==> src/rtl/fsm_state_monitor.sv <==
// Passive monitor for the traffic FSM state bus: transition log FIFO, dwell timer, illegal/stuck watchdog.
// Optional saturating transition counter is built when STATE_MON_TRANS_CNT_EN is defined.

module fsm_state_monitor #(
  parameter int STATE_W   = 8,
  parameter int CNT_W     = 16,
  parameter int MAX_DWELL = 1000,
  parameter int LOG_DEPTH = 4
) (
  input  logic                 clk,
  input  logic                 rst,
  input  logic [STATE_W-1:0]   state,
  input  logic                 mant,
  input  logic                 log_rd,
  output logic                 log_valid,
  output logic [2*STATE_W-1:0] log_data,
  output logic                 log_overflow,
  output logic                 chg,
  output logic [CNT_W-1:0]     dwell,
  output logic                 illegal,
  output logic                 stuck,
  output logic [1:0]           mon_state,
  output logic [CNT_W-1:0]     trans_count
);

  localparam int               PTR_W       = (LOG_DEPTH > 1) ? $clog2(LOG_DEPTH) : 1;
  localparam logic [PTR_W:0]   FULL_CNT    = (PTR_W+1)'(LOG_DEPTH);
  localparam logic [CNT_W-1:0] DWELL_LIMIT = CNT_W'(MAX_DWELL - 1);

  typedef enum logic [1:0] {
    MON_INIT  = 2'd0,
    MON_RUN   = 2'd1,
    MON_MAINT = 2'd2,
    MON_FAULT = 2'd3
  } mon_state_e;

  logic [STATE_W-1:0]   s_q, prev_q;
  logic                 m_q;
  mon_state_e           mon_q;
  logic [CNT_W-1:0]     dwell_q;
  logic                 chg_q, illegal_q, stuck_q;
  logic                 multi_hot, change;

  logic [2*STATE_W-1:0] mem [LOG_DEPTH];
  logic [PTR_W-1:0]     wr_ptr_q, rd_ptr_q;
  logic [PTR_W:0]       count_q;
  logic                 ovf_q, fifo_empty, fifo_full, pop, push_ok;

  // NOTE: the sample stage is deliberately not reset, so the bus value captured at
  // the reset edge is what INIT loads into prev_q and no false change follows.
  always_ff @(posedge clk) begin
    s_q <= state;
    m_q <= mant;
  end

  assign multi_hot = ($countones(s_q) > 1);
  assign change    = (mon_q != MON_INIT) && (s_q != prev_q);

  // NOTE: sequential state uses non-blocking assignments only; later assignments in
  // the same block (dwell clears below) deliberately override the default update.
  always_ff @(posedge clk) begin
    if (rst) begin
      mon_q     <= MON_INIT;
      prev_q    <= '0;
      dwell_q   <= '0;
      chg_q     <= 1'b0;
      illegal_q <= 1'b0;
      stuck_q   <= 1'b0;
    end else begin
      chg_q <= change;
      if (change) begin
        prev_q  <= s_q;
        dwell_q <= '0;
      end else if (dwell_q != '1) begin
        dwell_q <= dwell_q + CNT_W'(1);
      end

      unique case (mon_q)
        MON_INIT: begin
          prev_q  <= s_q;
          dwell_q <= '0;
          if (multi_hot) begin
            illegal_q <= 1'b1;
            mon_q     <= MON_FAULT;
          end else begin
            mon_q <= m_q ? MON_MAINT : MON_RUN;
          end
        end
        MON_RUN: begin
          if (multi_hot) begin
            illegal_q <= 1'b1;
            mon_q     <= MON_FAULT;
          end else if (m_q) begin
            mon_q <= MON_MAINT;
          end else if (!change && dwell_q == DWELL_LIMIT) begin
            stuck_q <= 1'b1;
            mon_q   <= MON_FAULT;
          end
        end
        MON_MAINT: begin
          if (multi_hot) begin
            illegal_q <= 1'b1;
            mon_q     <= MON_FAULT;
          end else if (!m_q) begin
            mon_q   <= MON_RUN;
            dwell_q <= '0;
          end
        end
        MON_FAULT: ;  // left only through rst
        default: mon_q <= MON_FAULT;
      endcase
    end
  end

  assign fifo_empty = (count_q == '0);
  assign fifo_full  = (count_q == FULL_CNT);
  assign pop        = log_rd && !fifo_empty;
  assign push_ok    = change && (!fifo_full || pop);

  // NOTE: log storage carries no reset; occupancy and pointers alone define validity.
  always_ff @(posedge clk) begin
    if (push_ok) mem[wr_ptr_q] <= {prev_q, s_q};
  end

  always_ff @(posedge clk) begin
    if (rst) begin
      wr_ptr_q <= '0;
      rd_ptr_q <= '0;
      count_q  <= '0;
      ovf_q    <= 1'b0;
    end else begin
      if (push_ok) wr_ptr_q <= wr_ptr_q + PTR_W'(1);
      if (pop)     rd_ptr_q <= rd_ptr_q + PTR_W'(1);
      case ({push_ok, pop})
        2'b10:   count_q <= count_q + (PTR_W+1)'(1);
        2'b01:   count_q <= count_q - (PTR_W+1)'(1);
        default: ;
      endcase
      if (change && fifo_full && !pop) ovf_q <= 1'b1;
    end
  end

`ifdef STATE_MON_TRANS_CNT_EN
  logic [CNT_W-1:0] trans_q;

  always_ff @(posedge clk) begin
    if (rst) begin
      trans_q <= '0;
    end else if (change && trans_q != '1) begin
      trans_q <= trans_q + CNT_W'(1);
    end
  end

  assign trans_count = trans_q;
`else
  assign trans_count = '0;
`endif

  assign log_valid    = !fifo_empty;
  assign log_data     = fifo_empty ? '0 : mem[rd_ptr_q];
  assign log_overflow = ovf_q;
  assign chg          = chg_q;
  assign dwell        = dwell_q;
  assign illegal      = illegal_q;
  assign stuck        = stuck_q;
  assign mon_state    = mon_q;

endmodule

==> config.mk <==
export PLATFORM = sky130hd
export DESIGN_NAME = fsm_state_monitor
export DESIGN_NICKNAME = d
export VERILOG_FILES = /design/src/rtl/fsm_state_monitor.sv
export SDC_FILE = /design/constraint.sdc
export NUM_CORES = 1
export LEC_CHECK = 0
export ABC_AREA = 1
export CORE_AREA = 2 2 104 106
export CTS_CLUSTER_DIAMETER = 150
export DETAILED_ROUTE_END_ITERATION = 7
export DIE_AREA = 0 0 106 108
export GPL_ROUTABILITY_DRIVEN = 0
export GPL_TIMING_DRIVEN = 0
export PLACE_DENSITY = 0.72
export SLEW_MARGIN = 20
export SYNTH_ARGS = -nofsm -noshare
export SYNTH_HDL_FRONTEND = slang
export SYNTH_SLANG_ARGS = --single-unit
==> constraint.sdc <==
create_clock -name clk -period 3.6 [get_ports clk]
set_input_delay 0.36 -clock clk [delete_from_list [all_inputs] [get_ports clk]]
set_output_delay 0.36 -clock clk [all_outputs]
set_load 0.02 [all_outputs]
### Word-level counts from Yosys, hierarchy flattened

Memories as Yosys holds them, arrays and structs flattened. A register that Yosys moved wholly into a read port is not among the register bits.
Cells that the tools add are included.

* flip-flop bits (word level): 46
* latch bits: 0
* RAM bits: 64
* memory bits (read-only): 0
* input port bits: 12
* logic and storage cells: 80
* memories: 1

Memories
* mem: words 4, bits a word 16, read ports 1, clocked after Yosys merged registers in 1, wr ports 1, line 44 `logic [2*STATE_W-1:0] mem [LOG_DEPTH];`

* $add $sub $neg: 12
* multiply operators: 0
* div/mod/pow operators: 0
* magnitude comparators: 1
* eq/ne operators: 10
* shifts and indexed selects: 0
* muxes and demuxes: 21
* bitwise logic cells: 2
* reductions and logical operators: 21

Operators with widths (number)
* 2-to-1 mux 16 bit: 5
* one-hot mux 16 bit (2 select lines): 1
* 2-to-1 mux 2 bit: 9
* adder 16 x 1 -> 16 bit, second input constant: 1
* equality test 16 x 10 -> 1 bit, second input constant: 1
* 2-to-1 mux 8 bit: 2
* inequality test 16 bit, second input constant: 1
* adder 1 x 1 -> 2 bit: 4
* inequality test 8 bit: 1
* adder 2 x 2 -> 3 bit: 2
* logical AND 1 bit: 6
* one-hot mux 2 bit (3 select lines): 1
* one-hot mux 3 bit (2 select lines): 1
* nonzero test 2 bit: 3
* adder 2 x 1 -> 2 bit, second input constant: 2
* adder 3 x 3 -> 4 bit: 1
* equality test 2 x 1 -> 1 bit, second input constant: 2
* equality test 2 bit, second input constant: 2
* greater-than comparator 4 x 1 -> 1 bit, second input constant: 1
* logical NOT 1 bit: 4
* inequality test 4 bit, second input constant: 1
* AND reduction 4 bit: 1
* adder 3 x 1 -> 3 bit, second input constant: 1
* equality test 3 bit, second input constant: 1
* other kinds (11): 13

### Longest topological paths before layout

* word-level depth: 8
* gate-level depth with buffers: 18
* gate-level depth less buffers: 17

### Least setup slack after synthesis

OpenSTA, ideal clock, no wires.

* kind: register to register
* start: reg s_q[0]
* end: reg dwell_q[15] (netlist: dwell[15])
* arrival: 3297 ps
* setup slack: 184 ps
* stages on the path, launching flop included: 19
* path buffers: 1
* cell sequence: dfxtp_1 > fa_1 > inv_1 > fa_1 > fa_1 > inv_1 > ha_1 > inv_1 > fa_1 > xnor2_1 > nor2_2 > nand2_2 > nor2_2 > nand2_1 > o21ai_0 > inv_1 > nand2_4 > buf_6 > nor2_1

* cells in the longest elaborated chain, start to end: 6
* elaborated cells between the ends (all ways): 10

RTL lines
* start: declaration: line 37 `logic [STATE_W-1:0] s_q, prev_q;`
* start signal: assignment: line 52 `s_q <= state;`
* adder 1 x 1 -> 2 bit (not written as such) / inequality test 8 bit (equally long branches): line 56, 57
* adder 2 x 2 -> 3 bit (not written as such) / logical AND 1 bit (equally long branches): line 56, 57
* adder 3 x 3 -> 4 bit (not written as such) / 2-to-1 mux 16 bit (equally long branches): line 56, 71
* greater-than comparator 4 x 1 -> 1 bit / 2-to-1 mux 16 bit (equally long branches): line 56, 104
* 2-to-1 mux 16 bit: line 101 `if (multi_hot) begin`
* one-hot mux 16 bit (2 select lines) (*): line 78 `unique case (mon_q)`
* end signal: assignment: line 75 `dwell_q <= dwell_q + CNT_W'(1);`
* end: declaration: line 40 `logic [CNT_W-1:0] dwell_q;`

Every way passes the cells marked *; elsewhere a longest branch is shown, timed or not.
A chain may end at the register's enable or synchronous reset.

### Final worst setup path

* start: reg s_q[0]
* end: reg dwell_q[11] (netlist: dwell[11])

Same word-level chain as after synthesis.

==> impl_metrics.ini <==
[logic_synthesis]
post-synth-top-count-cell = nor2_1
synth_seq_cells = 112
synthAdderAreaFrac_pct = 5.00
synth_top_family_by_area = simple AND/OR/NAND/NOR gates
synth_area_leaders = edfxtp_1 38%, dfxtp_1 19%, nor2_1 7.9%, nand2_1 4.3%, inv_1 4.0%
synth_cell_types = 33
synthTopCellsByCount = 105 x nor2_1, 64 x edfxtp_1, 58 x nand2_1, 54 x inv_1, 48 x dfxtp_1
synth-simple-area-share_pct = 18.9
synthCells = 520
muxShareOfSynthArea_pct = 0
synthXorXnorAreaFrac_pct = 2.45
ys_warn_count = 0
async_flop_share_pct = 0
synth_compound_area_share_pct = 7.92
yosysSeqAreaShare_pct = 57.6
synth_edf_count = 64
yosysTopAreaCellShare_pct = 38.4
syn_area_um2 = 5010
synthFlopType = edfxtp_1
avgSynthCellArea_um2 = 9.63
synth.largest_area_cell = edfxtp_1

[worst_setup_path]
cp_slowest_cell = fa_1
critical_path_arrival_ps = 3920
critPathKind = flop to flop
required_ps = 3900
endpoint = dwell[11]
r2r-end = dwell[11]
regToRegSetupSlack_ps = -20
startpoint = s_q[0]
endpoint_kind = flop
worstPathMaxFanout = 5
reg2reg_depth = 18
crit_chain = fa_1 > inv_1 > fa_1 > fa_1 > inv_1 > ha_2 > inv_1 > fa_2 > xnor2_1 > nor2_2 > nand2_2 > nor2_2 > nand2_1 > o21ai_2 > inv_2 > nand2_4 > bufbuf_16 > nor2_1
worst_setup_path_start_kind = flop
r2r_start = s_q[0]
cpPeakStageDelay_ps = 520

[detailed_routing]
vias_per_cell = 4.81
vias = 3624
wl_per_cell_um = 13.3
firstDrtPassIters = 5
ant_nets = 0
drc = 0
routed_wirelength_mm = 10.0
drtIter0Drc = 180

[sta]
fmax_ghz = 0.276
hold_violations = 0
worst_pin_slew_ps = 589
setup_viol_count_final = 7
min_period_over_period_pct = 101
fin_ws_ps = -20.6
max-slew-margin-rel_pct = 60.7
clock_skew_ps = 14.6
finalMaxSlewViolations = 0
period_minus_slack_ps = 3620
rsz0062_at_grt = true

[floorplanning]
dieArea_um2 = 11400
die_y_um = 108
num_io_pins = 67
fp.dieW_um = 106
start_util_pct = 48.9
coreArea_um2 = 10200
row_count = 37

[global_route]
grt_use_total_pct = 18.9
grt_max_degree = 21
grt_pass1_vias = 3556
overflow = 0
antenna_found_initial = 0
grt_pass1_wl_mm = 16.7

[power]
ir_drop_mv = 0.338
p_leak_uw = 0.00241
p_per_area_nw_per_um2 = 698
power_uw = 4290

[clock_network]
insertion_delay_ps = 390
clock_path_buffers = 2
clk_pin_slew_ps = 110
htreeDepth = 3
tritoncts = built
numClockSinks = 112
cts_made_buffers = 9
root_buffer = clkbuf_8

[final_layout]
drive_gt1_share_pct = 15.6
layout-area-overhead-vs-synth_pct = 22.8
fin_nets = 641
nFillCells = 844
diodes = 0

[place]
dp_hpwl_mm = 6.97
port_buffers = 50
post-place-ws_ps = -199

[run_status]
status = finished with violations
violations = setup timing

[flow_run]
max-cap-violations = 0

[min_path]
min_path_type = input pin to flop
min_from = state[6]
==> flip-flops by register name, indices dropped and copies added (netlist names), named ones only <==
name          count
wr_ptr_q          2
prev_q            8
mem              64
dwell            16
stuck             1
illegal           1
count_q           3
rd_ptr_q          2
log_overflow      1
mon_state         2
m_q               1
s_q               8
chg               1
==> per-layer routing <==
layer | track usage, % | up-vias | wire length (µm)
li1 | - | 1844 | -
met1 | 23.8 | 1644 | 4420
met2 | 32.0 | 121 | 4800
met3 | 4.28 | 15 | 644
met4 | 7.33 | 0 | 158
met5 | 0 | - | 0
==> layout by cell type, fill, tap and decap left out, types with 7 or more instances in the layout <==
cell type        netlist  routed
xnor2_1                9       9
inv_2                  7       9
dfxtp_1               48      45
clkdlybuf4s50_1        0      50
nand2_1               58      57
nand3_1               13      12
inv_1                 54      52
edfxtp_1              64      64
nand2_2                6       7
nor2_2                 5       9
clkbuf_1              11      11
ha_1                  12      11
clkbuf_8               0      10
o21ai_0               40      38
conb_1                 1      16
nor2_1               105     101
buf_4                 16      26
a21oi_1               33      33
==> worst min-delay path by stage <==
stage	endpoint	slack (ps)	cells past startpoint
after CTS	s_q[6]	390	1
after floorplan	m_q	390	0
after global placement	stuck	440	2
after detailed placement	stuck	450	2
after global routing	s_q[0]	390	1
final	s_q[6]	400	1
==> logic make-up after synthesis <==
group	Yosys count
simple gates	209
flops	112
buf+inv	90
compound gates	77
fa+ha+maj	17
xor+xnor	14
other cells	1
==> worst max-delay path: cells and delay by family (launching register included) <==
kind                     cells  cell delay (ps)
AO/OA/AOI/OAI                1               70
XOR/XNOR                     1              140
adder cells (fa/ha/maj)      5             1950
buffers and inverters        5              530
flip-flops                   1              370
AND/OR/NAND/NOR              6              500
==> where the power goes <==
part           switching (µW)  leakage, µW  internal (µW)
sequential                101     0.000990           1640
clock                     448    0.0000973            287
combinational            1070      0.00132            749
total                    1620      0.00241           2670
==> layout make-up <==
type | count | area, µm² | share of cell area (%)
clock buffer | 10 | 138 | 2.24
multi-input combinational | 333 | 1810 | 29.4
timing repair buffer | 66 | 681 | 11.1
tap | 136 | 170 | 2.77
buffer | 29 | 181 | 2.95
inverter | 61 | 229 | 3.72
sequential | 112 | 2890 | 47.0
clock inverter | 6 | 56.3 | 0.915
==> stage by stage <==
stage / instance area [µm²] / utilization (%) / hold slack [ps] / TNS (ps) / cells
final: 6150 / 60.1 / 398 / -107 / 753
after global routing: 6150 / 60.1 / 390 / -3430 / 753
after CTS: 6140 / 60.0 / 391 / -74.5 / 752
after detailed placement: 5800 / 56.7 / 446 / -2060 / 725
after global placement: 5730 / 56.0 / 442 / -1290 / 721
after floorplan: 5060 / - / 388 / 0 / 535
==> timing repair <==
action,CTS,global route
gates cloned,1,0
hold endpoints to repair,0,0
buffers inserted,10,1
setup endpoints to repair,18,18
pin swaps,2,1
gates resized for setup,13,2
hold buffers,0,0
Power figures use the tool's default switching activity.
